## config.mk

```make
export PLATFORM = sky130hd
export DESIGN_NAME = pc_fetch_unit_flat
export DESIGN_NICKNAME = d
export VERILOG_FILES = /design/src/rtl/pc_fetch_unit_if.sv /design/src/rtl/pc_fetch_unit.sv /design/src/flat_wrapper.sv
export SDC_FILE = /design/constraint.sdc
export NUM_CORES = 1
export LEC_CHECK = 0
export CORE_UTILIZATION = 55
export CTS_CLUSTER_DIAMETER = 30
export CTS_CLUSTER_SIZE = 24
export DETAILED_ROUTE_END_ITERATION = 7
export GPL_ROUTABILITY_DRIVEN = 0
export GPL_TIMING_DRIVEN = 1
export PLACE_DENSITY = 0.79
export SLEW_MARGIN = 10
export SYNTH_ARGS = -nofsm -noshare
export SYNTH_HDL_FRONTEND = slang
export SYNTH_SLANG_ARGS = --single-unit
```

## constraint.sdc

```tcl
create_clock -name clock -period 4.76 [get_ports clock]
set_clock_uncertainty 0.05 [all_clocks]
set_input_delay 0.952 -clock clock [delete_from_list [all_inputs] [get_ports clock]]
set_output_delay 0.952 -clock clock [all_outputs]
set_load 0.05 [all_outputs]
```

## src/rtl/pc_fetch_unit_if.sv

```systemverilog
// Control/ROM bus between the 8051 control unit, the program ROM and the
// program-counter / instruction-fetch stage.
interface pc_fetch_unit_if;
  logic        IRload;
  logic        PCload;
  logic        JMPload;
  logic [7:0]  rom_data;
  logic        acc_zero;
  logic        carry;
  logic [15:0] rom_addr;
  logic [15:0] pc;
  logic [7:0]  Opcode;
  logic [7:0]  operand;
  logic        stack_ovf;
  logic        stack_unf;

  // Control unit / ROM / datapath side
  modport master (
    output IRload, PCload, JMPload, rom_data, acc_zero, carry,
    input  rom_addr, pc, Opcode, operand, stack_ovf, stack_unf
  );

  // Fetch unit side
  modport slave (
    input  IRload, PCload, JMPload, rom_data, acc_zero, carry,
    output rom_addr, pc, Opcode, operand, stack_ovf, stack_unf
  );
endinterface

```

## src/rtl/pc_fetch_unit.sv

```systemverilog
// Program counter and instruction-fetch stage for the 8051 control unit.
// Fetches opcode/operand bytes from a synchronous program ROM and applies
// JZ/JNZ/JNC/AJMP/ACALL/RET/RETI when the control unit raises JMPload.
// ACALL/RET use a small internal return-address stack (STACK_DEPTH must be a
// power of two and at least 2).
module pc_fetch_unit #(
  parameter logic [15:0] RESET_PC    = 16'h0000,
  parameter int          STACK_DEPTH = 8
) (
  input logic            clock,
  input logic            reset,
  pc_fetch_unit_if.slave bus
);

  localparam int SP_W  = $clog2(STACK_DEPTH + 1);
  localparam int IDX_W = $clog2(STACK_DEPTH);
  localparam logic [SP_W-1:0] SP_FULL = SP_W'(STACK_DEPTH);
  localparam logic [SP_W-1:0] SP_ONE  = SP_W'(1);

  typedef enum logic [2:0] {
    XFER_NONE,
    XFER_REL,
    XFER_ABS,
    XFER_CALL,
    XFER_RET
  } xfer_e;

  logic [15:0] pc_q, pc_d;
  logic [7:0]  opcode_q, opcode_d;
  logic [7:0]  operand_q, operand_d;
  logic [SP_W-1:0] sp_q, sp_d;
  logic        ovf_q, ovf_d;
  logic        unf_q, unf_d;
  logic        armed_q, armed_d;
  logic [15:0] stack_q [STACK_DEPTH];

  xfer_e       xfer;
  logic        relCond;
  logic        jumpFire;
  logic        pushEn;
  logic [IDX_W-1:0] pushIdx;
  logic [IDX_W-1:0] popIdx;
  logic [15:0] relTarget;
  logic [15:0] absTarget;

  assign jumpFire  = bus.JMPload && armed_q;
  assign pushIdx   = sp_q[IDX_W-1:0];
  assign popIdx    = IDX_W'(sp_q - SP_ONE);
  assign relTarget = pc_q + {{8{operand_q[7]}}, operand_q};
  assign absTarget = {pc_q[15:11], opcode_q[7:5], operand_q};

  // Decode the control-transfer class of the instruction held in IR
  always_comb begin
    xfer    = XFER_NONE;
    relCond = 1'b0;
    if (opcode_q == 8'h60) begin
      xfer    = XFER_REL;
      relCond = bus.acc_zero;
    end else if (opcode_q == 8'h70) begin
      xfer    = XFER_REL;
      relCond = !bus.acc_zero;
    end else if (opcode_q == 8'h50) begin
      xfer    = XFER_REL;
      relCond = !bus.carry;
    end else if (opcode_q[4:0] == 5'h01) begin
      xfer = XFER_ABS;
    end else if (opcode_q[4:0] == 5'h11) begin
      xfer = XFER_CALL;
    end else if (opcode_q == 8'h22 || opcode_q == 8'h32) begin
      xfer = XFER_RET;
    end
  end

  // Next-state logic: fetch loads and increment first, a taken jump then
  // overrides the pc (a transfer that does not redirect leaves the increment)
  always_comb begin
    pc_d      = pc_q;
    opcode_d  = opcode_q;
    operand_d = operand_q;
    sp_d      = sp_q;
    ovf_d     = ovf_q;
    unf_d     = unf_q;
    armed_d   = !bus.JMPload;
    pushEn    = 1'b0;

    if (bus.IRload) begin
      opcode_d = bus.rom_data;
    end
    if (bus.PCload && !bus.IRload) begin
      operand_d = bus.rom_data;
    end
    if (bus.PCload) begin
      pc_d = pc_q + 16'd1;
    end

    if (jumpFire) begin
      case (xfer)
        XFER_REL: begin
          if (relCond) begin
            pc_d = relTarget;
          end
        end
        XFER_ABS: begin
          pc_d = absTarget;
        end
        XFER_CALL: begin
          if (sp_q == SP_FULL) begin
            ovf_d = 1'b1;
          end else begin
            pushEn = 1'b1;
            sp_d   = sp_q + SP_ONE;
          end
          pc_d = absTarget;
        end
        XFER_RET: begin
          if (sp_q == '0) begin
            unf_d = 1'b1;
          end else begin
            sp_d = sp_q - SP_ONE;
            pc_d = stack_q[popIdx];
          end
        end
        default: begin
        end
      endcase
    end
  end

  // State registers with synchronous reset; the stack empties via sp only
  always_ff @(posedge clock) begin
    if (reset) begin
      pc_q      <= RESET_PC;
      opcode_q  <= 8'h00;
      operand_q <= 8'h00;
      sp_q      <= '0;
      ovf_q     <= 1'b0;
      unf_q     <= 1'b0;
      armed_q   <= 1'b1;
    end else begin
      pc_q      <= pc_d;
      opcode_q  <= opcode_d;
      operand_q <= operand_d;
      sp_q      <= sp_d;
      ovf_q     <= ovf_d;
      unf_q     <= unf_d;
      armed_q   <= armed_d;
    end
  end

  // Return-address storage: the pushed value is the address after the ACALL
  always_ff @(posedge clock) begin
    if (!reset && pushEn) begin
      stack_q[pushIdx] <= pc_q;
    end
  end

  assign bus.rom_addr  = pc_q;
  assign bus.pc        = pc_q;
  assign bus.Opcode    = opcode_q;
  assign bus.operand   = operand_q;
  assign bus.stack_ovf = ovf_q;
  assign bus.stack_unf = unf_q;

endmodule

```

## src/flat_wrapper.sv

```systemverilog
// flat-port wrapper written by rule: the top's interface ports become plain ports
module pc_fetch_unit_flat 
#(
  parameter logic [15:0] RESET_PC    = 16'h0000,
  parameter int          STACK_DEPTH = 8
)
  (clock, reset, bus_IRload, bus_PCload, bus_JMPload, bus_rom_data, bus_acc_zero, bus_carry, bus_rom_addr, bus_pc, bus_Opcode, bus_operand, bus_stack_ovf, bus_stack_unf);
  pc_fetch_unit_if bus_i ();
  input logic clock;
  input logic reset;
  input wire logic [$bits(bus_i.IRload)-1:0] bus_IRload;
  input wire logic [$bits(bus_i.PCload)-1:0] bus_PCload;
  input wire logic [$bits(bus_i.JMPload)-1:0] bus_JMPload;
  input wire logic [$bits(bus_i.rom_data)-1:0] bus_rom_data;
  input wire logic [$bits(bus_i.acc_zero)-1:0] bus_acc_zero;
  input wire logic [$bits(bus_i.carry)-1:0] bus_carry;
  output wire logic [$bits(bus_i.rom_addr)-1:0] bus_rom_addr;
  output wire logic [$bits(bus_i.pc)-1:0] bus_pc;
  output wire logic [$bits(bus_i.Opcode)-1:0] bus_Opcode;
  output wire logic [$bits(bus_i.operand)-1:0] bus_operand;
  output wire logic [$bits(bus_i.stack_ovf)-1:0] bus_stack_ovf;
  output wire logic [$bits(bus_i.stack_unf)-1:0] bus_stack_unf;
  assign bus_i.IRload = bus_IRload;
  assign bus_i.PCload = bus_PCload;
  assign bus_i.JMPload = bus_JMPload;
  assign bus_i.rom_data = bus_rom_data;
  assign bus_i.acc_zero = bus_acc_zero;
  assign bus_i.carry = bus_carry;
  assign bus_rom_addr = bus_i.rom_addr;
  assign bus_pc = bus_i.pc;
  assign bus_Opcode = bus_i.Opcode;
  assign bus_operand = bus_i.operand;
  assign bus_stack_ovf = bus_i.stack_ovf;
  assign bus_stack_unf = bus_i.stack_unf;
  pc_fetch_unit #(.RESET_PC(RESET_PC), .STACK_DEPTH(STACK_DEPTH)) u_core (.clock(clock), .reset(reset), .bus(bus_i));
endmodule
```

==> results.toml, run 1 <==
[floorplan]
io_pins = 65
die_x_um = 124
start_util_pct = 56.2
core_area_mm2 = 0.0145
die_y_um = 124
dieArea_mm2 = 0.0153
placementRows = 44

[pwr]
finalPower_mw = 3.12
powerDensity_mw_per_mm2 = 330
power.leakage_nw = 3.27
ir_drop_mv = 0.261

[synthesis]
synthAdderAreaFrac_pct = 3.01
synthFlopType = "edfxtp_1"
syn-num-nets = 648
yosysTopAreaCell = "edfxtp_1"
synthXorXnorAreaFrac_pct = 2.90
postSynthAreaPerCell_um2 = 13.3
ys_types = 74
yosys.area_share.simple_pct = 11.9
synth_cells = 614
yosys.area.top_type_share_pct = 47.2
synth-seq-cells = 167
synth_compound_area_share_pct = 10.0
synth_area_leaders = "edfxtp_1, dfxtp_1, mux4_2"
synth_edf_count = 128
muxShareOfSynthArea_pct = 12.0
async_flop_share_pct = 0
yosys_warnings = 0
synth_top_family_by_area = "multiplexers"
synth.cell_area_mm2 = 0.00814
synth_sequential_area_ratio_pct = 56.8

[worst_setup_path]
cp_slowest_stage_delay_ns = 0.63
arrival_ns = 3.46
cp-startpoint = "u_core.bus.Opcode[0]"
r2r-start = "u_core.bus.Opcode[0]"
path_cells = "nor4b_4 > nor2b_1 > buf_4 > nor4b_2 > and2_1 > nor3b_2 > buf_4"
cp_common_cell = "buf_4"
crit_slowest_cell = "dfxtp_1"
cp_max_fo = 12
critPathRequiredTime_ns = 4.84
crit_path_end_kind = "register"
criticalPathCategory = "register to register"
start_kind = "register"

[cts]
clkTransAtPathRegs_ns = 0.06
ctsResizeCount = 0
cts_num_sinks = 167
cts_buffers = 17
cts.htree.levels = 4
clockRootBuffer = "clkbuf_16"
cts_max_path_buffers = 2
cts_tree = "done"
post-cts-setup-buffers = 0
worstSkewPairLatency_ns = 0.43
ctsHoldBuffers = 0

[worst_hold_path]
hold_path_class = "register to register"
min-delay-start = "u_core.bus.stack_unf"

[timing]
grt_setup_unrepaired = "no"
slew_headroom_pct = 37.7
max_freq_mhz = 295
tns_ns = 0
worstMarginPinSlew_ns = 0.928
final_hold_viol_count = 0
finalCritPeriodShare_pct = 71.1
setup_viol_count_final = 0
post-route-min-period_ns = 3.38
slew_violations = 0

[routing]
firstDrtPassIters = 7
drt_iter0_drc = 658
drc_errors = 0
ant_nets = 0
drt-wirelength-per-cell_um = 21.9
finalWirelength_um = 18900
avgViaCountPerCell = 6.45
vias = 5589

[placement]
io_buffers = 64
dpl_cell_area_mm2 = 0.00889
hpwl_um = 13100

[layout]
nNetsFinal = 704
final_common_cell = "edfxtp_1"
final_cell_mix = "edfxtp_1, clkdlybuf4s50_1, nand2_1, dfxtp_1, nor2_1"
drive_gt1_share_pct = 15.0
final_cell_area_mm2 = 0.00946
layout-area-overhead-vs-synth_pct = 16.1
antenna_cells = 0
final_util_pct = 65.3
nFillCells = 1005

[global_routing]
grt_max_degree = 41
gr-total-overflow = 0
grt_pass1_vias = 5398
busiest_layer = "met2"
gr-usage-met3_pct = 4.81
track_usage_pct = 26.6
grt_use_met2_pct = 43.3
met1_usage_pct = 36.0
antenna_found_initial = 0
grt_pass1_wl_um = 29400

[outcome]
status = "complete, no violations"

[job]
cap_violations = 0
## cell type report
type                    count  area (um2)  area share [%]
well taps                 184         230            2.43
repair buffers             77         738            7.81
clock buffers              19         433            4.58
multi-input cells         401        3280            34.7
inverters                   6        22.5           0.238
flip-flops and latches    167        4630            48.9
clock inverters            12         129            1.36
## synth_stat cells, types with 3 or more instances
| library cell | instances |
|---|---|
| and3_1 | 5 |
| o211ai_1 | 3 |
| a221oi_1 | 4 |
| or3_1 | 4 |
| buf_2 | 9 |
| xnor2_1 | 15 |
| nand2b_1 | 3 |
| mux2i_1 | 21 |
| nand2_1 | 61 |
| xor2_1 | 12 |
| mux4_2 | 32 |
| nor3b_1 | 7 |
| a21o_1 | 7 |
| edfxtp_1 | 128 |
| a31oi_1 | 4 |
| o22ai_1 | 5 |
| nand4_1 | 6 |
| and2_1 | 8 |
| o2111ai_1 | 3 |
| o32ai_1 | 4 |
| buf_4 | 17 |
| o31ai_1 | 3 |
| nor4_1 | 5 |
| nor2_1 | 37 |
| dfxtp_1 | 39 |
| nor3_1 | 8 |
| a21oi_1 | 35 |
| clkbuf_1 | 11 |
| inv_1 | 6 |
| ha_1 | 18 |
| o21ai_0 | 16 |
| a22oi_1 | 4 |
| a211oi_1 | 7 |
| nand3_1 | 12 |
| a22o_1 | 3 |
## state kept, by name, indices dropped and copies added (netlist names)
name                  count
u_core.armed_q            1
u_core.bus.stack_ovf      1
u_core.bus.operand        8
u_core.bus.stack_unf      1
u_core.bus.Opcode         8
u_core.bus.pc            16
u_core.sp_q               4
u_core.stack_q          128
## worst paths after layout
path	endpoint	slack, ns	cells after the start
max reg2reg	u_core.stack_q[2][12]	1.38	7
min reg2reg	u_core.bus.stack_unf	0.48	2
min	u_core.bus.stack_unf	0.48	2
max	u_core.stack_q[2][12]	1.38	7
## critical path, delay by kind of cell (launching register included)
kind,cells,cell delay [ns]
buf+inv,2,0.49
simple gates,5,1.92
flops,1,0.63
## stage by stage
step | setup slack [ns] | cells | hold slack (ns)
after CTS | 1.38 | 866 | 0.505
after global routing | 1.21 | 866 | 0.525
after detailed placement | 1.08 | 835 | 0.491
after global placement | 1.23 | 835 | 0.471
final | 1.38 | 866 | 0.481
after floorplan | 1.21 | 614 | 0.463
## logic make-up after synthesis
logic type | after synthesis
and+or+nand+nor | 180
DFF | 167
muxes | 56
adders and majority gates | 19
buffers and inverters | 46
xor gates and xnor gates | 27
AOI/OAI and AO/OA | 119
## routing by layer
metal	routed length [um]	vias to the layer above
met5	0	-
met4	384	0
met3	1250	32
met2	9210	263
met1	8100	2802
li1	-	2492
## report_power, final
part | total [mW] | internal [mW] | switching [mW]
clock | 1.32 | 0.767 | 0.551
combinational | 0.202 | 0.0788 | 0.123
sequential | 1.60 | 1.57 | 0.0343
No activity file was read; power rests on OpenSTA's default activity.
==> run 2, diff against run 1 <==
==> constraint.sdc (replaced) <==
create_clock -name clock -period 3.2 [get_ports clock]
set_clock_uncertainty 0.05 [all_clocks]
set_input_delay 0.64 -clock clock [delete_from_list [all_inputs] [get_ports clock]]
set_output_delay 0.64 -clock clock [all_outputs]
set_load 0.05 [all_outputs]
==> results.toml, run 2 (synthesis results as in run 1) <==
[outcome]
status = "complete, no violations"

[worst_setup_path]
arrival_ns = 3.09
criticalPathCategory = "register to register"
crit_path_end_kind = "register"
cp_max_fo = 8
r2r_cells = 8
critPathRequiredTime_ns = 3.44
start_kind = "register"

[layout]
antenna_cells = 0
nNetsFinal = 733
nFillCells = 1012
final_cells = 896
layout-area-overhead-vs-synth_pct = 20.0
final_common_cell = "edfxtp_1"
regMostFlops = "u_core.stack_q"
largest_reg_flops = 128
final_util_pct = 67.5
final_cell_mix = "edfxtp_1, clkdlybuf4s50_1, nand2_1, buf_4, dfxtp_1"
drive_gt1_share_pct = 18.0

[routing]
drc_errors = 0
avgViaCountPerCell = 6.51
firstDrtPassIters = 8
ant_nets = 0
drt-wirelength-per-cell_um = 23.3
finalWirelength_um = 20900
drt_iter0_drc = 565
vias = 5829

[global_routing]
gr-total-overflow = 0
grt_pass1_wl_um = 31800
antenna_found_initial = 0
grt_pass1_vias = 5647
grt_max_degree = 41
track_usage_pct = 29.1

[timing]
max_freq_mhz = 351
final_hold_viol_count = 0
worstMarginPinSlew_ns = 0.710
finalCritPeriodShare_pct = 89.1
tns_ns = 0
setup_viol_count_final = 0
post-route-min-period_ns = 2.85
setup_slack_ns = 0.350
slew_headroom_pct = 52.6
grt_setup_unrepaired = "no"
slew_violations = 0

[placement]
hpwl_um = 13900
dp.cells = 864
pre_cts_slack_ns = 0.332
io_buffers = 64

[cts]
cts_buffers = 17
cts_tree = "done"
ctsHoldBuffers = 0
cts.htree.levels = 4
clockRootBuffer = "clkbuf_16"
cts_num_sinks = 167
worstSkewPairLatency_ns = 0.43
post-cts-setup-buffers = 0
ctsResizeCount = 0
cts_max_path_buffers = 2
clkTransAtPathRegs_ns = 0.06

[pwr]
ir_drop_mv = 0.288
p_switching_mw = 1.05
internal-power_mw = 3.88
p_seq_share_pct = 48.0
powerDensity_mw_per_mm2 = 505
switching_share_pct = 21.3
pwr-share-clk_pct = 45.4
p_comb_share_pct = 6.6
power.leakage_nw = 3.46
finalPower_mw = 4.93

[worst_hold_path]
hold_path_class = "register to register"
holdPathStages = 2

[job]
cap_violations = 0

[floorplan]
core_area_mm2 = 0.0145
io_pins = 65
dieArea_mm2 = 0.0153
die_x_um = 124
placementRows = 44
start_util_pct = 56.2
die_y_um = 124
==> run 2: changes by cell type in the layout (fill, tap and decap cells not counted) <==
cell	change
xnor2_1	+1
bufinv_16	+3
clkinv_2	-3
buf_12	+2
inv_6	-1
clkinvlp_4	-2
buf_4	+27
clkbuf_1	+3
xnor2_2	-1
clkbuf_8	+2
clkinv_4	-1
==> run 2: layer usage <==
metal	global-route usage, %	part of all wire, %
met3	5.54	7.9
met5	0	0
met4	13.0	3.8
met1	38.4	40
met2	47.0	49
==> run 2: cell type report <==
type | count | area [um2] | share of cell area [%]
clock buffer | 24 | 472 | 4.83
clock inverter | 8 | 171 | 1.75
sequential | 167 | 4630 | 47.3
inverter | 6 | 22.5 | 0.230
multi-input combinational | 401 | 3270 | 33.5
timing repair buffer | 106 | 981 | 10.0
tap | 184 | 230 | 2.36
==> run 2: worst paths after layout <==
kind	slack [ns]	start	end
max	0.35	u_core.sp_q[1]	u_core.bus.pc[10]
min	0.46	u_core.bus.stack_unf	u_core.bus.stack_unf
max reg2reg	0.35	u_core.sp_q[1]	u_core.bus.pc[10]
min reg2reg	0.46	u_core.bus.stack_unf	u_core.bus.stack_unf
==> run 2: per-stage QoR <==
stage               hold slack [ns]  instance area (um2)
floorplan                     0.463                 8160
global placement              0.420                 9130
detailed placement            0.435                 9130
CTS                           0.465                 9770
global route                  0.468                 9770
finish                        0.462                 9770
==> run 2: critical path, cell delays in order (launching register included) <==
cell,delay (ns)
dfxtp_1,0.49
inv_1,0.19
ha_1,0.68
buf_4,0.26
mux4_2,0.30
mux2i_1,0.28
o21ai_0,0.13
a22oi_1,0.21
o22ai_1,0.12
==> run 2: power groups by stage <==
stage / clock network, mW / registers (mW) / logic, mW
floorplan: 0 / 2.46 / 0.164
global placement: 0 / 2.41 / 0.315
detailed placement: 0 / 2.41 / 0.322
finish: 2.24 / 2.37 / 0.328
global route: 2.34 / 2.37 / 0.348
CTS: 2.25 / 2.37 / 0.325
==> run 3, diff against run 2 <==
--- a/config.mk
+++ b/config.mk
@@ -5,6 +5,7 @@
 export SDC_FILE = /design/constraint.sdc
 export NUM_CORES = 1
 export LEC_CHECK = 0
+export CORE_MARGIN = 3
 export CORE_UTILIZATION = 55
 export CTS_CLUSTER_DIAMETER = 30
 export CTS_CLUSTER_SIZE = 24
@@ -12,7 +13,7 @@
 export GPL_ROUTABILITY_DRIVEN = 0
 export GPL_TIMING_DRIVEN = 1
 export PLACE_DENSITY = 0.79
-export SLEW_MARGIN = 10
+export SLEW_MARGIN = 25
 export SYNTH_ARGS = -nofsm -noshare
 export SYNTH_HDL_FRONTEND = slang
 export SYNTH_SLANG_ARGS = --single-unit
==> constraint.sdc (replaced) <==
create_clock -name clock -period 3.2 [get_ports clock]
set_clock_uncertainty 0.05 [all_clocks]
set_input_delay 0.64 -clock clock [delete_from_list [all_inputs] [get_ports clock]]
set_output_delay 0.64 -clock clock [all_outputs]
set_load 0.005 [all_outputs]
==> results.toml, run 3 (synthesis results as in run 1) <==
[worst_hold_path]
hold_path_class = "register to register"

[global_routing]
grt_max_degree = 41
track_usage_pct = 26.1
grt_pass1_vias = 5794
antenna_found_initial = 0
gr-total-overflow = 0
grt_pass1_wl_um = 32200

[worst_setup_path]
r2r_cells = 9
arrival_ns = 3.14
cp-endpoint = "u_core.bus.pc[6]"
critPathRequiredTime_ns = 3.42
start_kind = "register"
cp-startpoint = "u_core.sp_q[1]"
cp_max_fo = 9
criticalPathCategory = "register to register"
crit_path_end_kind = "register"
regToRegEndpoint = "u_core.bus.pc[6]"
r2r-start = "u_core.sp_q[1]"
rrSetupSlack_ns = 0.28

[timing]
grt_setup_unrepaired = "no"
final_hold_viol_count = 0
setup_viol_count_final = 0
max_freq_mhz = 343
worst_hold_slack_ns = 0.454
post-route-min-period_ns = 2.92
setup_slack_ns = 0.283
tns_ns = 0
finalCritPeriodShare_pct = 91.1
slew_headroom_pct = 45.4
slew_violations = 0
worstMarginPinSlew_ns = 0.816

[layout]
nNetsFinal = 731
final_util_pct = 68.5
nFillCells = 1028
antenna_cells = 0
drive_gt1_share_pct = 17.9
final_cells = 890
largest_reg_flops = 128
final_cell_mix = "edfxtp_1, clkdlybuf4s50_1, nand2_1, buf_4, dfxtp_1"
final_common_cell = "edfxtp_1"
final_cell_area_mm2 = 0.00972
layout-area-overhead-vs-synth_pct = 19.4
regMostFlops = "u_core.stack_q"

[cts]
cts.htree.levels = 4
post-cts-setup-buffers = 0
clockRootBuffer = "clkbuf_16"
worstSkewPairLatency_ns = 0.43
cts_tree = "done"
clkTransAtPathRegs_ns = 0.06
ctsResizeCount = 0
cts_buffers = 17
cts_num_sinks = 167
ctsHoldBuffers = 0
cts_max_path_buffers = 2

[floorplan]
dieArea_mm2 = 0.0163
die_x_um = 128
placementRows = 43
die_y_um = 128
core_area_mm2 = 0.0142
io_pins = 65
start_util_pct = 57.3

[pwr]
powerDensity_mw_per_mm2 = 493
ir_drop_mv = 0.296
finalPower_mw = 4.79
power.leakage_nw = 3.44

[routing]
drt-wirelength-per-cell_um = 22.6
firstDrtPassIters = 6
avgViaCountPerCell = 6.39
drt_iter0_drc = 617
ant_nets = 0
drc_errors = 0
vias = 5688
finalWirelength_um = 20100

[placement]
dpl_cell_area_mm2 = 0.00910
io_buffers = 64
hpwl_um = 13700
pre_cts_slack_ns = 0.316
dp.cells = 858

[outcome]
status = "complete, no violations"

[job]
cap_violations = 0
run 3: worst min path at each step:
| stage | from | end | slack, ns | cells after the start |
|---|---|---|---|---|
| after CTS | u_core.bus.stack_unf | u_core.bus.stack_unf | 0.44 | 2 |
| after global routing | u_core.bus.stack_unf | u_core.bus.stack_unf | 0.47 | 2 |
| after global placement | u_core.bus.stack_unf | u_core.bus.stack_unf | 0.42 | 2 |
| final | u_core.bus.stack_unf | u_core.bus.stack_unf | 0.45 | 2 |
| after floorplan | u_core.bus.stack_ovf | u_core.bus.stack_ovf | 0.41 | 2 |
| after detailed placement | u_core.bus.stack_unf | u_core.bus.stack_unf | 0.42 | 2 |
run 3: where the power goes:
part,switching (mW),internal [mW]
clock network,0.794,1.37
registers,0.0351,2.33
logic,0.137,0.125
total,0.967,3.82
run 3: final cells by class:
type	count	area, um2	area share, %
tap	180	225	2.32
clock inverter	8	145	1.49
timing repair buffer	104	953	9.81
multi-input combinational	401	3270	33.6
clock buffer	24	482	4.95
sequential	167	4630	47.6
inverter	6	22.5	0.232
run 3: layer usage:
metal	up-vias	global-route usage [%]	part of all wire, %
li1	2544	-	-
met2	297	41.9	49
met5	-	0	0
met3	58	5.08	7.6
met1	2789	35.5	41
met4	0	10.1	2.8
run 3: critical path, cell delays in order (launching register included):
cell and delay, ns:
dfxtp_1 0.49, inv_1 0.20, ha_1 0.62, buf_4 0.23
mux4_2 0.32, nand2_1 0.09, a21o_1 0.15, o311ai_0 0.17
a211oi_1 0.32, a211oi_1 0.11
